$ cat config.mk
export PLATFORM = sky130hd
export DESIGN_NAME = uart_tx_feeder
export DESIGN_NICKNAME = d
export VERILOG_FILES = /design/src/rtl/uart_tx_feeder.sv
export SDC_FILE = /design/constraint.sdc
export NUM_CORES = 1
export LEC_CHECK = 0
export ABC_AREA = 1
export BUFFER_PORTS_ARGS = -buffer_cell sky130_fd_sc_hd__buf_4
export CAP_MARGIN = 10
export CELL_PAD_IN_SITES_DETAIL_PLACEMENT = 0
export CELL_PAD_IN_SITES_GLOBAL_PLACEMENT = 1
export CORE_MARGIN = 8
export CORE_UTILIZATION = 48
export CTS_CLUSTER_DIAMETER = 30
export DETAILED_ROUTE_END_ITERATION = 6
export PLACE_DENSITY_LB_ADDON = 0.3
export RECOVER_POWER = 50
export REMOVE_ABC_BUFFERS = 1
export SETUP_SLACK_MARGIN = 0.5
export SLEW_MARGIN = 10
export SYNTH_ARGS = -nofsm -noshare
export SYNTH_HDL_FRONTEND = slang
export SYNTH_SLANG_ARGS = --single-unit
export TNS_END_PERCENT = 1
$ cat constraint.sdc
create_clock -name clk -period 3.2 [get_ports clk]
set_input_delay 0.48 -clock clk [delete_from_list [all_inputs] [get_ports clk]]
set_output_delay 0.48 -clock clk [all_outputs]
set_load 0.1 [all_outputs]
$ cat src/rtl/uart_tx_feeder.sv
// Byte FIFO plus frame scheduler that drives the UART transmit FSM (tx_control).
// Optional build macro UART_TX_FEEDER_OVF_CNT_EN adds a saturating dropped-write counter (ovf_cnt).
module uart_tx_feeder #(
   parameter int DEPTH  = 16,
   parameter int ADDR_W = 4
) (
   input  logic              clk,
   input  logic              rst,
   input  logic              wr_en,
   input  logic [7:0]        wr_data,
   output logic              full,
   output logic              empty,
   output logic [ADDR_W:0]   count,
   output logic              overflow,
   input  logic              ovf_clr,
`ifdef UART_TX_FEEDER_OVF_CNT_EN
   output logic [7:0]        ovf_cnt,
`endif
   input  logic              bps_clk_total,
   input  logic              tx_done,
   output logic [7:0]        tx_data,
   output logic              tx_enable,
   output logic              busy
);

   typedef enum logic [1:0] {IDLE, SEND, DRAIN} state_t;

   localparam logic [ADDR_W:0] DEPTH_C = (ADDR_W+1)'(DEPTH);

   state_t            state, state_nx;
   logic [7:0]        mem [DEPTH];
   logic [ADDR_W-1:0] wr_ptr, rd_ptr;
   logic [ADDR_W:0]   count_nx;
   logic [7:0]        head;
   logic              pop, push, drop;

   assign head = mem[rd_ptr];
   // A pop in the same cycle frees a slot, so a write at full is still accepted.
   assign push = wr_en && (!full || pop);
   assign drop = wr_en && !push;
   assign busy = (state != IDLE);

   always_comb begin
      state_nx  = state;
      pop       = 1'b0;
      tx_enable = 1'b0;
      case (state)
         IDLE: begin
            if (!empty) begin
               pop      = 1'b1;
               state_nx = SEND;
            end
         end
         SEND: begin
            tx_enable = 1'b1;
            if (tx_done) begin
               if (!empty) pop = 1'b1;
               else         state_nx = DRAIN;
            end
         end
         DRAIN: begin
            // Enable falls exactly at stop-bit end so the FSM idles instead of restarting.
            tx_enable = ~bps_clk_total;
            if (bps_clk_total) state_nx = IDLE;
         end
         default: state_nx = IDLE;
      endcase
      // Reset abandons a frame in the very cycle it is asserted.
      if (!rst) tx_enable = 1'b0;
   end

   always_comb begin
      count_nx = count;
      case ({push, pop})
         2'b10:   count_nx = count + (ADDR_W+1)'(1);
         2'b01:   count_nx = count - (ADDR_W+1)'(1);
         default: count_nx = count;
      endcase
   end

   always_ff @(posedge clk) begin
      if (rst && push) mem[wr_ptr] <= wr_data;
   end

   always_ff @(posedge clk) begin
      if (!rst) begin
         state   <= IDLE;
         wr_ptr  <= '0;
         rd_ptr  <= '0;
         count   <= '0;
         full    <= 1'b0;
         empty   <= 1'b1;
         tx_data <= 8'h00;
      end else begin
         state <= state_nx;
         count <= count_nx;
         full  <= (count_nx == DEPTH_C);
         empty <= (count_nx == '0);
         if (push) wr_ptr <= wr_ptr + ADDR_W'(1);
         if (pop) begin
            rd_ptr  <= rd_ptr + ADDR_W'(1);
            tx_data <= head;
         end
      end
   end

   always_ff @(posedge clk) begin
      if (!rst)         overflow <= 1'b0;
      else if (ovf_clr) overflow <= 1'b0;
      else if (drop)    overflow <= 1'b1;
   end

`ifdef UART_TX_FEEDER_OVF_CNT_EN
   always_ff @(posedge clk) begin
      if (!rst)                           ovf_cnt <= 8'h00;
      else if (ovf_clr)                   ovf_cnt <= 8'h00;
      else if (drop && ovf_cnt != 8'hFF)  ovf_cnt <= ovf_cnt + 8'h01;
   end
`endif

endmodule

==> impl_metrics.yaml, run 1 <==
finish:
  final_cell_mix: "nand2_1, edfxtp_1, nand3_1, inv_1, nor2_1"
  layout.nets: 786
  drive_above_1_share: 0.0948
  final_cell_count_no_fill: 950
  antennaDiodeCount: 0
  area_growth_pct: 14.4
  fillCellCount: 1228
  final_area_mm2: 0.00785
  final_common_cell: "nand2_1"
yosys:
  synth.area.mux_share: 0
  synth_adder_area_share: 0.0284
  synth_top_family_by_area: "simple AND/OR/NAND/NOR gates"
  yosysTopAreaCell: "edfxtp_1"
  yosysSeqAreaShare: 0.636
  synth_edf_count: 128
  synth_xor_area_frac: 0.00638
  yosysWarnings: 0
  synth_top_area_frac: 0.560
  synth_compound_area_frac: 0.0228
  synth-simple-area-share: 0.228
  ys_ff_latch: 154
  synth_area_leaders: "edfxtp_1, nand2_1, dfxtp_1"
  syn_inst: 706
  synth_flop_cell: "edfxtp_1"
  synth-async-reset-ratio: 0
  synth_cell_types: 30
  syn_area_mm2: 0.00686
  syn_area_per_cell_um2: 9.72
pwr:
  p_switching_mw: 2.64
  switching_share: 0.399
  seqPwrFrac: 0.359
  comb_power_share: 0.369
  report.power.total_mw: 6.64
  p_int_mw: 3.99
  peakVddDrop_v: 0.000486
  p_leak_nw: 3.31
  p_clk_frac: 0.272
  p_per_area_mw_per_mm2: 845
floorplanning:
  initial_core_util: 0.493
  die_x_um: 136
  num_io_pins: 32
  fp.dieH_um: 136
  dieArea_mm2: 0.0184
  num_rows: 43
  coreArea_mm2: 0.0139
clock_network:
  postCtsHoldBufs: 0
  htreeDepth: 4
  cts-root-buf: "clkbuf_16"
  clkTransAtPathRegs_ns: 0.06
  cts_inserted_buffers: 17
  cts_tree: "yes"
  cts_sinks: 154
  clk_latency_ns: 0.41
  max-clock-path-buffers: 2
timing:
  max_freq_mhz: 382
  clock_skew_ns: 0.00522
  rsz0062_at_grt: "no"
  fin_crit_ns: 2.62
  finalCritPeriodShare: 0.818
  timing.hold.ws_ns: 0.215
  slew_violations: 0
  tightest_slew_ns: 1.17
  finalSetupViolations: 0
  slew_headroom: 0.221
  hold_viol: 0
  setup_tns_ns: 0
placement:
  io_buffer_count: 31
  placed_area_mm2: 0.00733
  place_inst: 910
  gp_congestion: 0.761
  dpl.hpwl_mm: 9.62
worst_setup_path:
  end_kind: "flip-flop"
  start_kind: "flip-flop"
  crit_required_ns: 3.54
  r2r_slack_ns: 0.58
  arrival_ns: 2.96
  path_class: "flip-flop to flip-flop"
  cp_max_fo: 5
global_route:
  grt_pass1_wl_mm: 24.5
  grt_use_met2: 0.290
  use_met1: 0.226
  overflow: 0
  antenna_found_initial: 0
  grtUsageMet3: 0.0308
  top_usage_layer: "met2"
  first_global_vias: 4642
  grt_max_degree: 67
  global_route.usage.total: 0.176
detailed_routing:
  wl_per_cell_um: 16.2
  drt_pass1_iterations: 5
  drt_iter0_drc: 382
  vias: 4827
  ant_nets: 0
  drc: 0
  vias_per_cell: 5.08
  finalWirelength_mm: 15.4
hold_path:
  hold_class: "input port to flip-flop"
run_status:
  status: "complete, no violations"
flow_run:
  drv_cap: 0
-- worst paths after layout --
kind | startpoint | to | cells after the start
worst min-delay path | ovf_clr | overflow$_SDFFE_PP0P_ | 2
worst max-delay path | state[1]$_SDFFE_PN0P_ | empty$_SDFF_PN1_ | 15
worst max register to register | state[1]$_SDFFE_PN0P_ | empty$_SDFF_PN1_ | 15
worst min register to register | overflow$_SDFFE_PP0P_ | overflow$_SDFFE_PP0P_ | 2
-- critical path, cell delays in order, from the launching register on --
cell	delay (ns)
dfxtp_1	0.33
inv_1	0.10
ha_1	0.22
nor2_1	0.09
nor2_1	0.04
nand2_1	0.21
nand2_1	0.14
nand2_4	0.10
ha_4	0.15
fa_1	0.41
or2_1	0.22
o21ai_1	0.09
nand2_1	0.07
nor2_1	0.11
nand3_1	0.11
o21ai_1	0.15
-- repair_timing --
action                                  CTS  global route
resized for setup                         3             7
pin swaps                                 1             2
cloned                                    0             0
buffers inserted                          1             7
endpoints found under the setup margin    2             2
-- logic make-up after synthesis --
kind of cell	after synthesis
compound gates	29
flops	154
xor+xnor	5
fa+ha+maj	15
simple gates	374
buf+inv	129
-- Yosys cell counts (8+ instances only) --
cell type / n
nand3_1: 98
buf_2: 16
o21ai_0: 11
a21oi_1: 13
nor2_1: 34
nand2_1: 228
ha_1: 14
buf_4: 8
inv_1: 95
nor3_1: 8
dfxtp_1: 26
edfxtp_1: 128
-- sequential cells by signal, summed over array words and instances, names as in the netlist --
register	count
tx_data	8
full	1
wr_ptr	4
count	5
empty	1
rd_ptr	4
state	2
mem	128
overflow	1
-- power by group through the flow --
stage / Combinational [mW] / Clock, mW / Sequential (mW)
after CTS: 2.46 / 1.83 / 2.38
final: 2.45 / 1.80 / 2.38
after global routing: 2.71 / 1.90 / 2.40
after detailed placement: 2.41 / 0 / 2.43
after floorplan: 1.18 / 0 / 3.01
after global placement: 2.37 / 0 / 2.42
-- cell type report --
type	instances	area (um^2)	area share
multi-input cells	423	1970	0.251
clock inverters	13	104	0.0132
well taps	180	225	0.0287
flip-flops and latches	154	4370	0.556
clock buffers	19	433	0.0552
repair buffers	60	369	0.0470
inverters	101	384	0.0489
-- routing by layer --
layer | vias to the layer above | share of wire
met1 | 2318 | 0.45
li1 | 2394 | -
met3 | 19 | 0.036
met4 | 0 | 0.013
met5 | - | 0
met2 | 96 | 0.50
-- stage by stage --
step,worst slack [ns],util
2_1_floorplan,0.0557,-
3_5_place_dp,0.272,0.526
6_report,0.581,0.563
3_3_place_gp,0.423,0.526
5_1_grt,0.322,0.563
4_1_cts,0.534,0.566
(Power assumes the default switching activity.)
==> run 2, diff against run 1 <==
--- a/config.mk
+++ b/config.mk
@@ -11,7 +11,7 @@
 export CELL_PAD_IN_SITES_DETAIL_PLACEMENT = 0
 export CELL_PAD_IN_SITES_GLOBAL_PLACEMENT = 1
 export CORE_MARGIN = 8
-export CORE_UTILIZATION = 48
+export CORE_UTILIZATION = 43
 export CTS_CLUSTER_DIAMETER = 30
 export DETAILED_ROUTE_END_ITERATION = 6
 export PLACE_DENSITY_LB_ADDON = 0.3
==> constraint.sdc (replaced) <==
create_clock -name clk -period 2.1 [get_ports clk]
set_input_delay 0.315 -clock clk [delete_from_list [all_inputs] [get_ports clk]]
set_output_delay 0.315 -clock clk [all_outputs]
set_load 0.1 [all_outputs]
==> impl_metrics.yaml, run 2 (same netlist as run 1, synthesis figures left out) <==
timing:
  tightest_slew_ns: 0.834
  fin_crit_ns: 2.30
  clock_skew_ns: 0.00800
  timing.hold.ws_ns: 0.0531
  slew_violations: 0
  finalSetupViolations: 6
  slew_headroom: 0.444
  finalWorstSetupSlack_ns: -0.197
  rsz0062_at_grt: "yes"
  hold_viol: 0
  finalCritPeriodShare: 1.09
  max_freq_mhz: 435
flow_run:
  drv_cap: 0
detailed_routing:
  vias: 4869
  wl_per_cell_um: 16.1
  drc: 0
  drt_pass1_iterations: 5
  finalWirelength_mm: 16.2
  vias_per_cell: 4.85
  drt_iter0_drc: 363
  ant_nets: 0
finish:
  multiInputGateArea_mm2: 0.00220
  seqCellArea_mm2: 0.00437
  antennaDiodeCount: 0
  layout.nets: 804
  final_area_mm2: 0.00849
  fillCellCount: 1414
  final_util: 0.538
  drive_above_1_share: 0.187
  largest-register: "mem"
  final_cell_mix: "nand2_1, edfxtp_1, nand3_1, inv_1, buf_4"
  final_common_cell: "nand2_1"
  largest_reg_flops: 128
  top_regs: "mem: 128 flops, tx_data: 8 flops, count: 5 flops"
  area_growth_pct: 23.7
pwr:
  p_switching_mw: 4.34
  seqPwrFrac: 0.332
  peakVddDrop_v: 0.000707
  p_int_mw: 6.71
  p_per_area_mw_per_mm2: 1300
  p_clk_frac: 0.268
  comb_power_share: 0.401
  switching_share: 0.393
  p_leak_nw: 3.59
  report.power.total_mw: 11.1
worst_setup_path:
  arrival_ns: 2.65
  slowest_delay_ns: 0.39
  end_kind: "flip-flop"
  crit_slowest_cell: "dfxtp_4"
  r2r-end: "empty$_SDFF_PN1_"
  path_cells: "inv_4 > ha_1 > inv_2 > o21ai_2 > nand2_2 > nand2_2 > nand2_4 > ha_4 > fa_1 > or2_1 > o21ai_2 > nand2_1 > nor2_1 > nand3_1 > o21ai_1"
  r2r_slack_ns: -0.20
  path_class: "flip-flop to flip-flop"
  worst_r2r_startpoint: "state[0]$_SDFFE_PN0P_"
  start_kind: "flip-flop"
  critical-path-top-delay-family: "adder cells"
  r2r_cells: 15
  path_buf_inv: 2
  crit_start: "state[0]$_SDFFE_PN0P_"
  crit_cells: 15
  cp_max_fo: 4
  crit_required_ns: 2.45
  cp-endpoint: "empty$_SDFF_PN1_"
floorplanning:
  num_io_pins: 32
  fp.dieH_um: 142
  initial_core_util: 0.435
  dieArea_mm2: 0.0203
  coreArea_mm2: 0.0158
  num_rows: 46
  die_x_um: 142
clock_network:
  max-clock-path-buffers: 2
  clk_latency_ns: 0.42
  cts_sinks: 154
  cts_tree: "yes"
  cts_inserted_buffers: 17
  postCtsHoldBufs: 0
  cts-root-buf: "clkbuf_16"
  clkTransAtPathRegs_ns: 0.06
  htreeDepth: 4
global_route:
  grt_pass1_wl_mm: 25.6
  overflow: 0
  global_route.usage.total: 0.169
  grt_max_degree: 35
  first_global_vias: 4776
  antenna_found_initial: 0
run_status:
  violations: "negative setup slack"
  status: "finished, violations left"
hold_path:
  hold_class: "input port to flip-flop"
  holdPathStages: 2
placement:
  placed_area_mm2: 0.00755
  gp_congestion: 0.772
  io_buffer_count: 31
  dpl.hpwl_mm: 10.2
  place_ws_ns: -0.359
==> run 2: per-layer routing <==
| metal | global-route usage | vias to the layer above | part of all wire |
|---|---|---|---|
| met5 | 0 | - | 0 |
| met4 | 0.0710 | 0 | 0.019 |
| met3 | 0.0342 | 23 | 0.059 |
| met2 | 0.284 | 118 | 0.50 |
| met1 | 0.209 | 2293 | 0.42 |
| li1 | - | 2435 | - |
==> run 2: final cells by class <==
class                      count  share of cell area
tap                          216              0.0318
multi-input combinational    423               0.259
inverter                     101              0.0460
timing repair buffer          78              0.0805
clock buffer                  17              0.0501
clock inverter                14              0.0175
sequential                   154               0.515
==> run 2: what timing repair did <==
item,CTS,global route
buffers inserted,0,3
gates resized for setup,81,11
pin swaps,13,19
setup endpoints to repair,147,151
==> run 2: worst min path at each step <==
stage	end	startpoint	slack, ns
2_1_floorplan	overflow$_SDFFE_PP0P_	ovf_clr	0.39
3_3_place_gp	overflow$_SDFFE_PP0P_	overflow$_SDFFE_PP0P_	0.44
3_5_place_dp	overflow$_SDFFE_PP0P_	overflow$_SDFFE_PP0P_	0.46
4_1_cts	overflow$_SDFFE_PP0P_	ovf_clr	0.03
5_1_grt	overflow$_SDFFE_PP0P_	ovf_clr	0.03
6_report	overflow$_SDFFE_PP0P_	ovf_clr	0.05
==> run 2: power groups by stage <==
stage               Clock (mW)  Sequential, mW  Combinational [mW]
floorplan                    0            4.59                1.80
global placement             0            3.68                3.95
detailed placement           0            3.68                4.03
CTS                       3.01            3.66                4.32
global route              3.15            3.69                4.85
finish                    2.96            3.67                4.43
==> run 2: stage by stage <==
step / cells / TNS, ns
2_1_floorplan: 678 / -60.10
3_3_place_gp: 969 / -1.09
3_5_place_dp: 969 / -2.85
4_1_cts: 1000 / -0.418
5_1_grt: 1003 / -7.73
6_report: 1003 / -0.516
==> run 3, diff against run 2 <==
--- a/config.mk
+++ b/config.mk
@@ -11,7 +11,8 @@
 export CELL_PAD_IN_SITES_DETAIL_PLACEMENT = 0
 export CELL_PAD_IN_SITES_GLOBAL_PLACEMENT = 1
 export CORE_MARGIN = 8
-export CORE_UTILIZATION = 43
+export CORE_UTILIZATION = 45
+export CTS_BUF_LIST = sky130_fd_sc_hd__clkbuf_2
 export CTS_CLUSTER_DIAMETER = 30
 export DETAILED_ROUTE_END_ITERATION = 6
 export PLACE_DENSITY_LB_ADDON = 0.3
==> impl_metrics.yaml, run 3 (same netlist as run 1, synthesis figures left out) <==
timing:
  setup_tns_ns: -1.08
  rsz0062_at_grt: "yes"
  finalCritPeriodShare: 1.14
  max_freq_mhz: 416
  clock_skew_ns: 0.0243
  finalSetupViolations: 7
  slew_violations: 0
  finalWorstSetupSlack_ns: -0.304
  fin_crit_ns: 2.40
  hold_viol: 2
  timing.hold.ws_ns: -0.108
  tightest_slew_ns: 0.775
  slew_headroom: 0.483
finish:
  largest-register: "mem"
  final_cell_count_no_fill: 981
  top_regs: "mem: 128 flops, tx_data: 8 flops, count: 5 flops"
  final_area_mm2: 0.00827
  antennaDiodeCount: 0
  final_common_cell: "nand2_1"
  layout.nets: 810
  largest_reg_flops: 128
  final_cell_mix: "nand2_1, edfxtp_1, nand3_1, inv_1, buf_4"
  final_util: 0.550
  area_growth_pct: 20.4
  drive_above_1_share: 0.185
worst_setup_path:
  end_kind: "flip-flop"
  crit_start: "state[0]$_SDFFE_PN0P_"
  path_class: "flip-flop to flip-flop"
  start_kind: "flip-flop"
  worst_r2r_startpoint: "state[0]$_SDFFE_PN0P_"
  cp_max_fo: 5
  crit_required_ns: 2.76
  arrival_ns: 3.07
global_route:
  antenna_found_initial: 0
  global_route.usage.total: 0.170
  overflow: 0
  grt_max_degree: 67
  first_global_vias: 4841
  grt_pass1_wl_mm: 25.4
clock_network:
  max-clock-path-buffers: 2
  postCtsHoldBufs: 11
  cts_tree: "yes"
  cts-root-buf: "clkbuf_2"
  cts_sinks: 154
  htreeDepth: 4
  cts_inserted_buffers: 17
  clkTransAtPathRegs_ns: 0.22
  clk_latency_ns: 0.70
floorplanning:
  fp.dieH_um: 139
  die_x_um: 139
  initial_core_util: 0.457
  num_rows: 45
  dieArea_mm2: 0.0195
  num_io_pins: 32
  coreArea_mm2: 0.0150
detailed_routing:
  drc: 0
  finalWirelength_mm: 15.9
  vias: 4896
  vias_per_cell: 4.99
  ant_nets: 0
  wl_per_cell_um: 16.2
  drt_pass1_iterations: 5
  drt_iter0_drc: 356
placement:
  dpl.hpwl_mm: 9.78
  io_buffer_count: 31
  place_inst: 937
  place_ws_ns: -0.456
  placed_area_mm2: 0.00751
  gp_congestion: 0.798
run_status:
  violations: "negative hold slack, negative setup slack"
  status: "finished, violations left"
hold_path:
  holdCritStartpoint: "wr_en"
  hold_class: "input port to flip-flop"
pwr:
  p_leak_nw: 3.48
  p_per_area_mw_per_mm2: 1200
  report.power.total_mw: 9.93
  peakVddDrop_v: 0.000502
flow_run:
  drv_cap: 0
## run 3: cell types whose count changed in the layout (fill, tap and decap cells not counted), sizes merged
cell,before,now
clkinvlp,5,2
dlygate4sd3,0,11
clkbuf,25,27
inv,101,100
clkinv,7,9
buf,70,65
## run 3: final cells by class
class | instances | area [um^2]
Clock inverter | 12 | 124
Timing Repair Buffer | 84 | 895
Fill cell | 1298 | 6770
Multi-Input combinational cell | 423 | 2140
Inverter | 101 | 395
Clock buffer | 19 | 95.1
Sequential cell | 154 | 4380
Tap cell | 188 | 235
## run 3: final timing paths
| check | cells after the start | slack, ns | to |
|---|---|---|---|
| max | 15 | -0.30 | empty$_SDFF_PN1_ |
| min | 3 | -0.11 | overflow$_SDFFE_PP0P_ |
| max reg2reg | 15 | -0.30 | empty$_SDFF_PN1_ |
| min reg2reg | 2 | 0.49 | overflow$_SDFFE_PP0P_ |
## run 3: worst max-delay path, cell delays in order (launching register included)
cell and delay, ns:
dfxtp_4 0.41, inv_4 0.06, ha_2 0.17, nor2_1 0.05, nor2_1 0.11, nand2_2 0.11
nand2_2 0.09, nand2_4 0.06, ha_4 0.16, fa_1 0.41, or2_1 0.23, o21ai_2 0.07
nand2_1 0.07, nor2_1 0.12, nand3_1 0.12, o21ai_1 0.13
## run 3: metal layers
metal	GRT usage	vias to the layer above	wire, um
met5	0	-	0
met4	0.0607	0	232
met3	0.0328	18	740
met2	0.288	124	7980
met1	0.212	2319	6960
li1	-	2435	-
## run 3: report_power, final
group	internal, mW	switching, mW	leakage [nW]
Combinational	1.65	2.98	1.98
Clock	0.543	1.04	0.136
Sequential	3.51	0.203	1.37
## run 3: timing repair
item,4_1_cts,5_1_grt
endpoints found under the setup margin,162,169
setup buffers,1,1
pin swaps,3,3
resized for setup,99,20
endpoints found under the hold margin,141,2
